### config.mk
export PLATFORM = sky130hd
export DESIGN_NAME = spi_mem_responder_flat
export DESIGN_NICKNAME = d
export VERILOG_FILES = /design/src/rtl/spi_mem_pkg.sv /design/src/rtl/spi_mem_responder_if.sv /design/src/rtl/spi_in_sync.sv /design/src/rtl/spi_mem_responder.sv /design/src/flat_wrapper.sv
export SDC_FILE = /design/constraint.sdc
export NUM_CORES = 1
export LEC_CHECK = 0
export BUFFER_PORTS_ARGS = -buffer_cell sky130_fd_sc_hd__buf_4
export CELL_PAD_IN_SITES_DETAIL_PLACEMENT = 1
export CELL_PAD_IN_SITES_GLOBAL_PLACEMENT = 2
export CORE_MARGIN = 5
export CORE_UTILIZATION = 47
export CTS_CLUSTER_DIAMETER = 120
export DETAILED_ROUTE_END_ITERATION = 8
export PLACE_DENSITY = 0.77
export SETUP_SLACK_MARGIN = 0.1
export SYNTH_ARGS = -nofsm -noshare
export SYNTH_HDL_FRONTEND = slang
export SYNTH_SLANG_ARGS = --single-unit
### constraint.sdc
create_clock -name clk -period 4.25 [get_ports clk]
set_input_delay 0.425 -clock clk [delete_from_list [all_inputs] [get_ports clk]]
set_output_delay 0.425 -clock clk [all_outputs]
set_load 0.005 [all_outputs]
### src/rtl/spi_mem_pkg.sv
// Shared widths, command codes and FSM states for the SPI memory responder.
package spi_mem_pkg;

  localparam int unsigned CMD_W  = 32'd3;
  localparam int unsigned ADDR_W = 32'd5;
  localparam int unsigned DATA_W = 32'd8;
  localparam int unsigned HDR_W  = CMD_W + ADDR_W;
  localparam int unsigned DEPTH  = 32'd1 << ADDR_W;
  localparam int unsigned CNT_W  = $clog2(DATA_W);

  typedef enum logic [CMD_W-1:0] {
    CMD_SINGLE_WRITE = 3'b001,
    CMD_SINGLE_READ  = 3'b010,
    CMD_BURST_WRITE  = 3'b011,
    CMD_BURST_READ   = 3'b100
  } cmd_e;

  typedef enum logic [2:0] {
    ST_IDLE    = 3'd0,
    ST_HEADER  = 3'd1,
    ST_WR_DATA = 3'd2,
    ST_RD_DATA = 3'd3,
    ST_IGNORE  = 3'd4
  } state_e;

endpackage

### src/rtl/spi_mem_responder_if.sv
// SPI pad-level signals plus responder status, seen from either end of the link.
interface spi_mem_responder_if;

  logic cs_n;
  logic sclk;
  logic mosi;
  logic miso;
  logic busy;
  logic cmd_err;

  modport master (output cs_n, output sclk, output mosi,
                  input  miso, input  busy, input  cmd_err);

  modport slave  (input  cs_n, input  sclk, input  mosi,
                  output miso, output busy, output cmd_err);

endinterface

### src/rtl/spi_in_sync.sv
// Two-flop synchronizer for one pad input, with rise/fall pulses of the synced level.
module spi_in_sync #(
  parameter logic RST_VAL = 1'b0
) (
  input  logic clk,
  input  logic rst_n,
  input  logic d,
  output logic q,
  output logic rise,
  output logic fall
);

  logic meta_r;
  logic sync_r;
  logic prev_r;

  // Synchronizer chain plus one delayed copy used for edge detection
  always_ff @(posedge clk or negedge rst_n) begin
    if (!rst_n) begin
      meta_r <= RST_VAL;
      sync_r <= RST_VAL;
      prev_r <= RST_VAL;
    end else begin
      meta_r <= d;
      sync_r <= meta_r;
      prev_r <= sync_r;
    end
  end

  assign q    = sync_r;
  assign rise = sync_r & ~prev_r;
  assign fall = ~sync_r & prev_r;

endmodule

### src/rtl/spi_mem_responder.sv
// SPI mode-0 responder with a 32x8 register file: header decode, single/burst writes and reads.
// All pad inputs are synchronized into clk; sclk is only ever used as data.
module spi_mem_responder
  import spi_mem_pkg::*;
(
  input logic                clk,
  input logic                rst_n,
  spi_mem_responder_if.slave bus
);

  logic cs_n_sync_s;
  logic cs_fall_s;
  logic unused_cs_rise_s;
  logic unused_sclk_lvl_s;
  logic sclk_rise_s;
  logic sclk_fall_s;
  logic mosi_sync_s;
  logic unused_mosi_rise_s;
  logic unused_mosi_fall_s;

  spi_in_sync #(.RST_VAL(1'b1)) u_cs_sync (
    .clk  (clk),
    .rst_n(rst_n),
    .d    (bus.cs_n),
    .q    (cs_n_sync_s),
    .rise (unused_cs_rise_s),
    .fall (cs_fall_s)
  );

  spi_in_sync #(.RST_VAL(1'b0)) u_sclk_sync (
    .clk  (clk),
    .rst_n(rst_n),
    .d    (bus.sclk),
    .q    (unused_sclk_lvl_s),
    .rise (sclk_rise_s),
    .fall (sclk_fall_s)
  );

  spi_in_sync #(.RST_VAL(1'b0)) u_mosi_sync (
    .clk  (clk),
    .rst_n(rst_n),
    .d    (bus.mosi),
    .q    (mosi_sync_s),
    .rise (unused_mosi_rise_s),
    .fall (unused_mosi_fall_s)
  );

  state_e            state_r, state_s, state_body_s;
  logic [CNT_W-1:0]  bit_cnt_r, bit_cnt_s;
  logic [DATA_W-1:0] rx_r, rx_s, rx_shift_s;
  logic [DATA_W-1:0] tx_r, tx_s;
  logic [ADDR_W-1:0] addr_r, addr_s, addr_inc_s, hdr_addr_s;
  cmd_e              cmd_r, cmd_s, hdr_cmd_s;
  logic              miso_r, miso_s, miso_body_s;
  logic              busy_r;
  logic              cmd_err_r, cmd_err_s;
  logic              mem_we_s;
  logic [DATA_W-1:0] mem_r [DEPTH];

  // Byte as it will look once the bit arriving with this sclk rise is shifted in
  assign rx_shift_s = {rx_r[DATA_W-2:0], mosi_sync_s};
  assign hdr_cmd_s  = cmd_e'(rx_shift_s[HDR_W-1 -: CMD_W]);
  assign hdr_addr_s = rx_shift_s[ADDR_W-1:0];
  assign addr_inc_s = addr_r + 5'd1;

  // Next-state and datapath decisions; a synced high cs_n overrides everything except a write commit
  always_comb begin
    state_body_s = state_r;
    bit_cnt_s    = bit_cnt_r;
    rx_s         = rx_r;
    tx_s         = tx_r;
    addr_s       = addr_r;
    cmd_s        = cmd_r;
    miso_body_s  = miso_r;
    cmd_err_s    = 1'b0;
    mem_we_s     = 1'b0;

    case (state_r)
      ST_IDLE: begin
        miso_body_s = 1'b0;
        if (cs_fall_s) begin
          state_body_s = ST_HEADER;
          bit_cnt_s    = 3'd0;
        end else begin
          state_body_s = ST_IDLE;
        end
      end

      ST_HEADER: begin
        miso_body_s = 1'b0;
        if (sclk_rise_s) begin
          rx_s      = rx_shift_s;
          bit_cnt_s = bit_cnt_r + 3'd1;
          if (bit_cnt_r == 3'd7) begin
            addr_s = hdr_addr_s;
            case (hdr_cmd_s)
              CMD_SINGLE_WRITE, CMD_BURST_WRITE: begin
                cmd_s        = hdr_cmd_s;
                state_body_s = ST_WR_DATA;
              end
              CMD_SINGLE_READ, CMD_BURST_READ: begin
                cmd_s        = hdr_cmd_s;
                state_body_s = ST_RD_DATA;
                tx_s         = mem_r[hdr_addr_s];
                miso_body_s  = mem_r[hdr_addr_s][DATA_W-1];
              end
              default: begin
                state_body_s = ST_IGNORE;
                cmd_err_s    = 1'b1;
              end
            endcase
          end else begin
            state_body_s = ST_HEADER;
          end
        end else begin
          state_body_s = ST_HEADER;
        end
      end

      ST_WR_DATA: begin
        miso_body_s = 1'b0;
        if (sclk_rise_s) begin
          rx_s      = rx_shift_s;
          bit_cnt_s = bit_cnt_r + 3'd1;
          if (bit_cnt_r == 3'd7) begin
            mem_we_s = 1'b1;
            if (cmd_r == CMD_BURST_WRITE) begin
              addr_s       = addr_inc_s;
              state_body_s = ST_WR_DATA;
            end else begin
              state_body_s = ST_IGNORE;
            end
          end else begin
            state_body_s = ST_WR_DATA;
          end
        end else begin
          state_body_s = ST_WR_DATA;
        end
      end

      ST_RD_DATA: begin
        if (sclk_rise_s) begin
          bit_cnt_s = bit_cnt_r + 3'd1;
          if (bit_cnt_r == 3'd7) begin
            if (cmd_r == CMD_BURST_READ) begin
              addr_s       = addr_inc_s;
              tx_s         = mem_r[addr_inc_s];
              miso_body_s  = mem_r[addr_inc_s][DATA_W-1];
              state_body_s = ST_RD_DATA;
            end else begin
              miso_body_s  = 1'b0;
              state_body_s = ST_IGNORE;
            end
          end else begin
            state_body_s = ST_RD_DATA;
          end
        end else if (sclk_fall_s && (bit_cnt_r != 3'd0)) begin
          // The fall right after a byte boundary keeps the freshly loaded MSB on the line
          tx_s        = {tx_r[DATA_W-2:0], 1'b0};
          miso_body_s = tx_r[DATA_W-2];
        end else begin
          miso_body_s = miso_r;
        end
      end

      ST_IGNORE: begin
        miso_body_s  = 1'b0;
        state_body_s = ST_IGNORE;
      end

      default: begin
        miso_body_s  = 1'b0;
        state_body_s = ST_IDLE;
      end
    endcase

    state_s = cs_n_sync_s ? ST_IDLE : state_body_s;
    miso_s  = cs_n_sync_s ? 1'b0    : miso_body_s;
  end

  // Control, shifter and output registers
  always_ff @(posedge clk or negedge rst_n) begin
    if (!rst_n) begin
      state_r   <= ST_IDLE;
      bit_cnt_r <= 3'd0;
      rx_r      <= 8'h00;
      tx_r      <= 8'h00;
      addr_r    <= 5'd0;
      cmd_r     <= CMD_SINGLE_WRITE;
      miso_r    <= 1'b0;
      busy_r    <= 1'b0;
      cmd_err_r <= 1'b0;
    end else begin
      state_r   <= state_s;
      bit_cnt_r <= bit_cnt_s;
      rx_r      <= rx_s;
      tx_r      <= tx_s;
      addr_r    <= addr_s;
      cmd_r     <= cmd_s;
      miso_r    <= miso_s;
      busy_r    <= (state_s != ST_IDLE);
      cmd_err_r <= cmd_err_s;
    end
  end

  // Register file: cleared by reset, written once per completed write byte
  always_ff @(posedge clk or negedge rst_n) begin
    if (!rst_n) begin
      mem_r <= '{default: '0};
    end else if (mem_we_s) begin
      mem_r[addr_r] <= rx_shift_s;
    end
  end

  assign bus.miso    = miso_r;
  assign bus.busy    = busy_r;
  assign bus.cmd_err = cmd_err_r;

endmodule
### src/flat_wrapper.sv
// flat-port wrapper written by rule: the top's interface ports become plain ports
module spi_mem_responder_flat import spi_mem_pkg::*;
  (clk, rst_n, bus_cs_n, bus_sclk, bus_mosi, bus_miso, bus_busy, bus_cmd_err);
  spi_mem_responder_if bus_i ();
  input logic clk;
  input logic rst_n;
  input wire logic [$bits(bus_i.cs_n)-1:0] bus_cs_n;
  input wire logic [$bits(bus_i.sclk)-1:0] bus_sclk;
  input wire logic [$bits(bus_i.mosi)-1:0] bus_mosi;
  output wire logic [$bits(bus_i.miso)-1:0] bus_miso;
  output wire logic [$bits(bus_i.busy)-1:0] bus_busy;
  output wire logic [$bits(bus_i.cmd_err)-1:0] bus_cmd_err;
  assign bus_i.cs_n = bus_cs_n;
  assign bus_i.sclk = bus_sclk;
  assign bus_i.mosi = bus_mosi;
  assign bus_miso = bus_i.miso;
  assign bus_busy = bus_i.busy;
  assign bus_cmd_err = bus_i.cmd_err;
  spi_mem_responder u_core (.clk(clk), .rst_n(rst_n), .bus(bus_i));
endmodule
==> results of run 1 <==
-- metal layers --
metal	up-vias	share of wire [%]	track usage, %
met5	-	0	0
met4	0	1.7	4.844
met3	60	4.7	3.858
met2	244	48	38.83
met1	5494	46	36.01
li1	4265	-	-
-- flip-flops by register name, indices dropped and copies added (netlist names) --
name                       count
u_core.cmd_r                   3
u_core.state_r                 3
u_core.bus.miso                1
u_core.rx_r                    7
u_core.u_sclk_sync.meta_r      1
u_core.u_mosi_sync.meta_r      1
u_core.u_mosi_sync.q           1
u_core.u_cs_sync.q             1
u_core.u_sclk_sync.q           1
u_core.addr_r                  5
u_core.bus.busy                1
u_core.mem_r                 256
u_core.u_sclk_sync.prev_r      1
u_core.tx_r                    7
u_core.u_cs_sync.meta_r        1
u_core.u_cs_sync.prev_r        1
u_core.bit_cnt_r               3
u_core.bus.cmd_err             1
-- worst max path at each step --
stage	start	endpoint	slack [ns]	cells past startpoint
after CTS	u_core.addr_r[0]$_DFFE_PN0P_	u_core.tx_r[6]$_DFFE_PN0P_	1.15	8
final	u_core.addr_r[0]$_DFFE_PN0P_	u_core.tx_r[1]$_DFFE_PN0P_	1.19	8
after global routing	u_core.addr_r[0]$_DFFE_PN0P_	u_core.tx_r[6]$_DFFE_PN0P_	0.94	8
after floorplan	u_core.addr_r[0]$_DFFE_PN0P_	u_core.bus.miso$_DFFE_PN0P_	1.11	12
after detailed placement	u_core.addr_r[0]$_DFFE_PN0P_	u_core.tx_r[6]$_DFFE_PN0P_	1.17	8
after global placement	u_core.addr_r[0]$_DFFE_PN0P_	u_core.tx_r[6]$_DFFE_PN0P_	1.17	8
-- per-stage QoR --
step	setup WS [ns]	cells
after global placement	1.168	1524
after floorplan	1.110	1128
final	1.189	1587
after global routing	0.9352	1586
after CTS	1.151	1586
after detailed placement	1.168	1524
-- layout make-up --
class / count / area, um2 / share of cell area (%)
antenna: 1 / 2.502 / 0.01426
clock inverter: 7 / 71.32 / 0.4063
timing repair buffer: 38 / 342.8 / 1.953
inverter: 8 / 30.03 / 0.1711
tap: 448 / 560.5 / 3.194
sequential: 295 / 7403 / 42.18
multi-input combinational: 735 / 8070 / 45.98
clock buffer: 55 / 1071 / 6.102
-- cells in the mapped netlist (2+ instances only) --
cell type  count
o21a_1         5
nor2b_1        8
nand2_1       81
a21oi_1       20
o31ai_1        8
nor2_1        19
mux2_1         4
clkbuf_1      52
a22oi_1        6
buf_2         27
xnor2_1        5
and2_0         3
a211oi_1       2
o21ai_0       20
or2_2          2
nand2b_1       7
buf_6          5
a22o_1         2
dfrtp_1      291
dfstp_2        4
and4b_1        2
nor3_1         6
o21ai_1        2
a221oi_1       5
and2_1         7
nand3_1        7
nand3b_1       5
buf_4          6
a31oi_1        7
o22ai_1       11
inv_1          8
nand4_1        2
xor2_1         2
ha_1           7
a32oi_1        3
mux4_2       118
mux2_2       289
mux2i_1       49
nor3b_1        2
a2111oi_0      2
-- power by group through the flow --
stage / combinational, mW / sequential, mW / clock, mW
finish: 0.824 / 3.11 / 2.98
global route: 0.884 / 3.13 / 3.16
CTS: 0.831 / 3.11 / 3.03
detailed placement: 0.826 / 3.16 / 0
global placement: 0.822 / 3.16 / 0
floorplan: 0.701 / 2.92 / 0
-- cell families (layout without fill, tap and decap cells) --
| family | after synthesis | count (layout) | share of synthesized area [%] |
|---|---|---|---|
| AO/OA/AOI/OAI | 102 | 102 | 4.220 |
| AND/OR/NAND/NOR | 158 | 158 | 4.708 |
| flip-flops | 295 | 295 | 46.48 |
| XOR/XNOR | 8 | 8 | 0.5590 |
| adder cells (fa/ha/maj) | 7 | 7 | 0.5511 |
| multiplexers | 460 | 460 | 40.57 |
| other | 0 | 1 | 0 |
| buffers and inverters | 98 | 108 | 2.905 |
-- cells in the final DEF, fill, tap and decap left out, types with 6 or more instances in the layout --
master and instances:
clkbuf_8 12, nor2b_1 8, mux2i_1 49, a21oi_1 20
mux4_2 118, nand2_1 81, nor3_1 6, nand3_1 7
dfrtp_1 286, buf_4 33, nand2b_1 7, o21ai_0 20
clkbuf_16 35, o31ai_1 8, o22ai_1 11, mux2_2 289
a22oi_1 6, inv_1 8, clkbuf_1 8, and2_1 7
a31oi_1 7, nor2_1 19, ha_1 6
==> results.yml, run 1 <==
sta:
  fin_crit_ns: 3.061
  fin_skew_ns: 0.02483
  hold_ws_ns: -0.04335
  max_freq_mhz: 326.7
  tns_ns: 0
  setup_viol: 0
  maxSlewViolCount: 0
  hold_viol_final: 26
  period_share_pct: 72.03
  worst-slew-pin-transition_ns: 1.060
  slew_headroom_pct: 29.35
  grt_setup_unrepaired: "no"
logic_synthesis:
  syn_inst: 1128
  yosysTopAreaCellShare_pct: 45.82
  yosysWarningCount: 0
  synth.avg_cell_area_um2: 14.09
  netlist_area_um2: 15890
  synth_cell_types: 57
  synth_edf_count: 0
  synth_area_leader_cell: "dfrtp_1"
  synthArstFlopShare_pct: 100.0
  synthesis.nets: 1140
  yosysSeqAreaShare_pct: 46.48
  ys.flop_type: "dfrtp_1"
  synth.area.top_cells: "dfrtp_1, mux2_2, mux4_2"
  ys_seq_elements: 295
detailed_routing:
  drt_iter0_markers: 793
  drc: 0
  route.vias.total: 10060
  routed_wirelength_mm: 45.83
  first_pass_iters: 5
  antenna_left: 0
  wire_per_inst_um: 28.88
  via_per_inst: 6.341
power:
  p_total_mw: 6.916
  power_frac_clock_pct: 43.2
  intPower_mw: 4.968
  p_comb_share_pct: 11.9
  power_density_nw_per_um2: 394.0
  swShare_pct: 28.16
  seq_power_share_pct: 44.9
  vdd_drop_max_v: 0.0002646
  leakage_nw: 7.960
  p_sw_mw: 1.947
global_route:
  antenna_found_initial: 0
  grt_pass1_wl_mm: 70.93
  grt_use_total_pct: 24.36
  grt_pass1_vias: 10750
  grt_max_degree: 103
  overflow: 0
cts:
  clkSinkCount: 295
  cts.path.max_buffers: 3
  clk_pin_slew_ns: 0.06
  cts_setup_buffers: 0
  cts_tree: "built"
  cts_resized: 0
  cts_hold_buf: 0
  cts-root-buf: "clkbuf_16"
  cts_inserted_buffers: 35
  clk_latency_ns: 0.52
  cts.htree.levels: 2
critical_path:
  worstPathCellList: "inv_1 > ha_4 > buf_4 > mux4_2 > mux2i_1 > a221oi_1 > a21oi_1 > o31ai_1"
  critPathMaxStageDelay_ns: 0.61
  reg2reg_slack_ns: 1.19
  worstSetupStartpointType: "flip-flop"
  worstSetupPathType: "reg2reg"
  path_buf_inv: 2
  critPathSlowestCell: "dfrtp_4"
  timing.rr.end: "u_core.tx_r[1]$_DFFE_PN0P_"
  worstSetupEndpointType: "flip-flop"
  cpLargestDelayFamily: "multiplexers"
  worst_r2r_path_depth: 8
  crit_arrival_ns: 3.42
  crit_fanout: 24
  required_ns: 4.61
  crit-reg2reg-launch: "u_core.addr_r[0]$_DFFE_PN0P_"
cells_and_area:
  stdcell_area_um2: 17550
  final_util_pct: 52.47
  area_growth_pct: 10.45
  drive_above_1_share_pct: 45.34
  fill_cells: 3166
  nets: 1125
status:
  violations: "hold timing"
  status: "finished, violations left"
place:
  post_dp_cell_area_um2: 16410
  portBuffers: 7
  place_hpwl_mm: 30.49
  gp_congestion: 0.8185
flow_run:
  cap_violations: 0
floorplan:
  die_area_um2: 37590
  start_util_pct: 47.51
  rows: 67
  die_h_um: 193.9
  pin_count: 8
  die_x_um: 193.9
  core-area_um2: 33450
min_path:
  hp-class: "in2async"
(Power assumes the default switching activity.)
==> run 2: changes to the inputs <==
==> constraint.sdc (replaced) <==
create_clock -name clk -period 3.2 [get_ports clk]
set_input_delay 0.32 -clock clk [delete_from_list [all_inputs] [get_ports clk]]
set_output_delay 0.32 -clock clk [all_outputs]
set_load 0.005 [all_outputs]
==> run 2 against run 1 <==
- the flow now finishes without violations
- sequential power increased by 27%
- cell count increased by 0.63%
- first-iteration DRC count decreased by 18%
- count of clock-buffer cells in the layout decreased by 7
- register-to-register slack got worse by 0.86 ns
- power increased by 34%
- critical path depth decreased by 1
- critical endpoint is now u_core.tx_r[2]$_DFFE_PN0P_
- largest cell class unchanged
- highest routed layer is now met5
==> results.yml, run 2 (synthesis gave the netlist of run 1 again) <==
sta:
  maxSlewViolCount: 0
  setup_viol: 0
  period_share_pct: 89.66
  fin_skew_ns: 0.01536
  fin_crit_ns: 2.869
  grt_setup_unrepaired: "no"
  tns_ns: 0
  max_freq_mhz: 348.6
  worst-slew-pin-transition_ns: 0.8361
  slew_headroom_pct: 44.26
  hold_viol_final: 0
power:
  p_comb_share_pct: 14.0
  swShare_pct: 28.16
  p_total_mw: 9.251
  power_density_nw_per_um2: 523.0
  p_sw_mw: 2.605
  intPower_mw: 6.646
  vdd_drop_max_v: 0.0003993
  leakage_nw: 8.022
  seq_power_share_pct: 42.6
  power_frac_clock_pct: 43.3
global_route:
  grt_pass1_vias: 10780
  grt_use_total_pct: 24.27
  overflow: 0
  grt_max_degree: 83
  grt_pass1_wl_mm: 70.97
  antenna_found_initial: 1
detailed_routing:
  route.vias.total: 10020
  via_per_inst: 6.271
  first_pass_iters: 5
  wire_per_inst_um: 28.19
  drt_iter0_markers: 653
  antenna_left: 0
  routed_wirelength_mm: 45.02
  drc: 0
critical_path:
  worstPathCellList: "ha_1 > xnor2_2 > buf_4 > nand2_1 > a2111oi_0 > or4_1 > o32a_1"
  crit_arrival_ns: 3.33
  worstSetupStartpointType: "flip-flop"
  critPathSlowestCell: "a2111oi_0"
  required_ns: 3.66
  critPathMaxStageDelay_ns: 0.65
  worstSetupEndpointType: "flip-flop"
  crit_fanout: 12
  worstSetupPathType: "reg2reg"
cts:
  clk_pin_slew_ns: 0.06
  cts_setup_buffers: 0
  clk_latency_ns: 0.53
  cts.htree.levels: 2
  cts_tree: "built"
  cts_inserted_buffers: 35
  cts_resized: 0
  cts-root-buf: "clkbuf_16"
  cts.path.max_buffers: 3
  clkSinkCount: 295
cells_and_area:
  reg_top3: "u_core.mem_r (256), u_core.rx_r (7), u_core.tx_r (7)"
  diodes: 0
  top_register: "u_core.mem_r"
  stdcell_area_um2: 17690
  layout_common_cells: "mux2_2, dfrtp_1, mux4_2"
  drive_above_1_share_pct: 45.43
  area_growth_pct: 11.31
  largest_reg_flops: 256
  final_common_cell: "mux2_2"
  nets: 1138
  fin_cells: 1597
  final_util_pct: 52.88
flow_run:
  cap_violations: 0
place:
  portBuffers: 7
  place_hpwl_mm: 30.40
  place_inst: 1533
  post_dp_cell_area_um2: 16510
  gp_congestion: 0.9589
floorplan:
  pin_count: 8
  die_x_um: 193.9
  die_h_um: 193.9
  core-area_um2: 33450
  rows: 67
  die_area_um2: 37590
  start_util_pct: 47.51
status:
  status: "finished, final reports clean"
min_path:
  hp-class: "reg2reg"
run 2: cell types whose count changed in the layout (fill, tap and decap cells not counted), sizes merged:
cell         previous run  this run
bufinv                  1         3
dlygate4sd3             0         4
clkinvlp                0         2
clkbuf                 55        48
clkinv                  3         7
inv                    11         8
diode                   1         0
buf                    38        47
run 2: layer usage:
| metal | GRT usage (%) | wire (um) |
|---|---|---|
| met1 | 35.99 | 20970 |
| met4 | 7.526 | 1439 |
| met5 | 0 | 13 |
| met3 | 3.701 | 1749 |
| met2 | 37.29 | 20850 |
run 2: final timing paths:
kind	from	to	slack, ns	cells after the start
worst min register to register	u_core.u_mosi_sync.meta_r$_DFF_PN0_	u_core.u_mosi_sync.q$_DFF_PN0_	0.35	0
worst max-delay path	u_core.addr_r[0]$_DFFE_PN0P_	u_core.tx_r[2]$_DFFE_PN0P_	0.33	7
max in group asynchronous	rst_n	u_core.mem_r[98]$_DFFE_PN0P_	1.94	3
min in group asynchronous	rst_n	u_core.mem_r[12]$_DFFE_PN0P_	0.38	2
worst min-delay path	u_core.u_mosi_sync.meta_r$_DFF_PN0_	u_core.u_mosi_sync.q$_DFF_PN0_	0.35	0
worst max register to register	u_core.addr_r[0]$_DFFE_PN0P_	u_core.tx_r[2]$_DFFE_PN0P_	0.33	7
run 2: repair_timing:
item / in CTS / in global routing
endpoints found under the hold margin: 79 / 0
endpoints found under the setup margin: 0 / 0
hold buffers: 4 / 0
run 2: power by group through the flow:
stage          Clock, mW  Sequential (mW)  Combinational [mW]
2_1_floorplan          0             3.88               0.931
3_3_place_gp           0             4.01                1.30
3_5_place_dp           0             4.02                1.30
4_1_cts             4.09             3.95                1.32
5_1_grt             4.27             3.96                1.40
6_report            4.01             3.95                1.30
run 2: worst max-delay path, delay by kind of cell, from the launching register on:
kind / cells / cell delay, ns
AOI/OAI and AO/OA: 2 / 0.79
DFF: 1 / 0.51
xor gates and xnor gates: 1 / 0.50
adders and majority gates: 1 / 0.37
buffers and inverters: 1 / 0.33
and+or+nand+nor: 2 / 0.29
run 2: metrics by stage:
| step | hold WS, ns | setup WS, ns |
|---|---|---|
| finish | 0.3516 | 0.3310 |
| global route | 0.3672 | 0.2266 |
| global placement | 0.3338 | 0.3940 |
| CTS | 0.3552 | 0.2751 |
| detailed placement | 0.3371 | 0.3016 |
| floorplan | 0.02441 | 0.1902 |
run 2: area by class of cell:
class | count | area (um2)
Fill cell | 3190 | 15760
Multi-Input combinational cell | 735 | 8070
Sequential cell | 295 | 7402
Timing Repair Buffer | 51 | 488.0
Tap cell | 448 | 560.5
Inverter | 8 | 30.03
Clock buffer | 48 | 997.2
Clock inverter | 12 | 140.1
==> run 3: changes to the inputs <==
--- a/config.mk
+++ b/config.mk
@@ -5,11 +5,12 @@
 export SDC_FILE = /design/constraint.sdc
 export NUM_CORES = 1
 export LEC_CHECK = 0
+export ABC_AREA = 1
 export BUFFER_PORTS_ARGS = -buffer_cell sky130_fd_sc_hd__buf_4
 export CELL_PAD_IN_SITES_DETAIL_PLACEMENT = 1
 export CELL_PAD_IN_SITES_GLOBAL_PLACEMENT = 2
 export CORE_MARGIN = 5
-export CORE_UTILIZATION = 47
+export CORE_UTILIZATION = 38
 export CTS_CLUSTER_DIAMETER = 120
 export DETAILED_ROUTE_END_ITERATION = 8
 export PLACE_DENSITY = 0.77
==> run 3 against run 2 <==
- clock power grew 8.5%
- hold slack lost 0.013 ns
- register-to-register slack gained 0.19 ns
- cell count grew 68%
- power grew 29%
- critical endpoint is now u_core.tx_r[1]$_DFFE_PN0P_
- largest cell class unchanged
==> results.yml, run 3 <==
sta:
  fin_crit_ns: 2.676
  grt_setup_unrepaired: "no"
  period_share_pct: 83.64
  slew_headroom_pct: 36.58
  worst-slew-pin-transition_ns: 0.9450
  tns_ns: 0
  maxSlewViolCount: 0
  hold_ws_ns: 0.3388
  fin_skew_ns: 0.01277
  hold_viol_final: 0
  max_freq_mhz: 373.6
  setup_viol: 0
cells_and_area:
  diodes: 0
  final_common_cell: "nand2_1"
  largest_reg_flops: 256
  stdcell_area_um2: 18090
  fin_cells: 2677
  area_growth_pct: 10.71
  drive_above_1_share_pct: 8.916
  reg_top3: "u_core.mem_r (256), u_core.rx_r (7), u_core.tx_r (7)"
  fill_cells: 5204
  top_register: "u_core.mem_r"
  nets: 2118
  layout_common_cells: "nand2_1, dfrtp_1, nand3_1"
detailed_routing:
  drc: 0
  wire_per_inst_um: 22.51
  antenna_left: 0
  via_per_inst: 5.635
  route.vias.total: 15080
  drt_iter0_markers: 1137
  routed_wirelength_mm: 60.26
  first_pass_iters: 5
global_route:
  antenna_found_initial: 0
  grt_max_degree: 176
  grt_pass1_wl_mm: 94.41
  grt_use_total_pct: 25.53
  grt_pass1_vias: 15310
  overflow: 0
critical_path:
  crit_fanout: 33
  crit-reg2reg-launch: "u_core.addr_r[0]$_DFFE_PN0P_"
  worst_r2r_path_depth: 13
  worstSetupPathType: "reg2reg"
  crit_arrival_ns: 3.11
  worstSetupEndpointType: "flip-flop"
  timing.rr.end: "u_core.tx_r[1]$_DFFE_PN0P_"
  required_ns: 3.64
  endpoint: "u_core.tx_r[1]$_DFFE_PN0P_"
  worstSetupStartpointType: "flip-flop"
  reg2reg_slack_ns: 0.52
  cp-startpoint: "u_core.addr_r[0]$_DFFE_PN0P_"
logic_synthesis:
  netlist_area_um2: 16340
  yosysSeqAreaShare_pct: 45.22
  synthMuxAreaShare_pct: 0
  yosysWarningCount: 0
  synth_area_leader_cell: "dfrtp_1"
  synth_xor_area_share_pct: 0.09956
  synthAdderAreaFrac_pct: 0.5361
  synth.area.top_cells: "dfrtp_1, nand2_1, nand3_1"
  yosysTopAreaCellShare_pct: 44.57
  ys_top_cells_by_count: "nand2_1, dfrtp_1, nand3_1"
  synth_edf_count: 0
  synth-compound-area-share_pct: 20.86
  synthArstFlopShare_pct: 100.0
  ys.flop_type: "dfrtp_1"
  synth_simple_gate_area_share_pct: 25.19
  synthesis.nets: 2198
  synth_cell_types: 29
  synth.avg_cell_area_um2: 7.473
  synthMostInstantiatedCell: "nand2_1"
  synth_top_family_by_area: "simple AND/OR/NAND/NOR gates"
  ys_seq_elements: 295
  syn_inst: 2186
place:
  post_dp_cell_area_um2: 16790
  gp_congestion: 0.8764
  place_hpwl_mm: 37.70
  portBuffers: 7
  place_inst: 2607
floorplan:
  die_h_um: 217.3
  start_util_pct: 38.18
  die_x_um: 217.3
  die_area_um2: 47240
  pin_count: 8
  rows: 76
  core-area_um2: 42790
cts:
  cts_resized: 0
  cts_inserted_buffers: 39
  clkSinkCount: 295
  clk_pin_slew_ns: 0.06
  cts_tree: "built"
  clk_latency_ns: 0.55
  cts-root-buf: "clkbuf_16"
  cts.path.max_buffers: 3
  cts.htree.levels: 2
  cts_hold_buf: 4
  cts_setup_buffers: 0
flow_run:
  cap_violations: 0
power:
  p_total_mw: 11.93
  vdd_drop_max_v: 0.0003321
  power_density_nw_per_um2: 659.6
  leakage_nw: 7.803
min_path:
  hp-class: "in2async"
status:
  status: "finished, final reports clean"
run 3: cell count changes after synthesis, sizes merged, moves of 118 or more:
| cell | previous run | this run |
|---|---|---|
| o21ai | 22 | 420 |
| inv | 8 | 149 |
| mux2 | 293 | 0 |
| nand2 | 81 | 588 |
| nand3 | 8 | 256 |
| mux4 | 118 | 0 |
run 3: layout make-up:
| class | instances | area, um2 | area share, % |
|---|---|---|---|
| clock inverter | 7 | 88.84 | 0.4912 |
| tap | 546 | 683.2 | 3.777 |
| sequential | 295 | 7398 | 40.91 |
| timing repair buffer | 47 | 545.5 | 3.016 |
| inverter | 151 | 576.8 | 3.189 |
| clock buffer | 59 | 1164 | 6.434 |
| multi-input combinational | 1572 | 7630 | 42.19 |
run 3: worst max-delay path, cell delays in order, from the launching register on:
cell     delay, ns
dfrtp_4       0.50
inv_4         0.08
ha_2          0.29
inv_2         0.37
buf_12        0.29
a21oi_1       0.07
o21ai_0       0.16
nand3_1       0.18
nand3_1       0.16
nand3_1       0.14
nand3_1       0.12
nand3_1       0.06
nand2_1       0.06
nand2_1       0.05
run 3: cell families (layout without fill, tap and decap cells):
logic type,count (synthesis),count (layout)
simple gates,948,948
compound gates,616,616
buf+inv,319,264
flops,295,295
fa+ha+maj,7,7
xor+xnor,1,1
run 3: per-layer routing:
layer  vias up  global-route usage (%)  part of all wire, %  wire length, um
li1       7146                       -                    -                -
met1      7518                   36.50                   47            28540
met2       341                   41.43                   46            27850
met3        79                   2.685                  4.1             2450
met4         0                   7.205                  2.4             1419
met5         -                       0                    0                0
run 3: power by group:
part	internal [mW]	total (mW)	switching, mW	leakage (nW)
Sequential	3.78	3.83	0.0536	4.09
Clock	2.66	4.35	1.70	0.617
Combinational	0.973	3.75	2.78	3.10
Total	7.40	11.9	4.53	7.80
run 3: per-stage QoR:
step           utilization, %  setup slack (ns)
6_report                42.27            0.5235
5_1_grt                 42.27            0.4203
3_3_place_gp            39.25            0.6054
3_5_place_dp            39.25            0.5866
2_1_floorplan               -            0.6682
4_1_cts                 42.27            0.5853
run 3: how the worst min path moves through the flow:
stage	end	slack, ns	cells past startpoint
floorplan	u_core.addr_r[0]$_DFFE_PN0P_	0.02	0
global placement	u_core.u_mosi_sync.q$_DFF_PN0_	0.34	0
detailed placement	u_core.u_sclk_sync.q$_DFF_PN0_	0.35	0
CTS	u_core.u_mosi_sync.meta_r$_DFF_PN0_	0.36	2
global route	u_core.u_cs_sync.q$_DFF_PN1_	0.37	0
finish	u_core.u_mosi_sync.meta_r$_DFF_PN0_	0.34	2
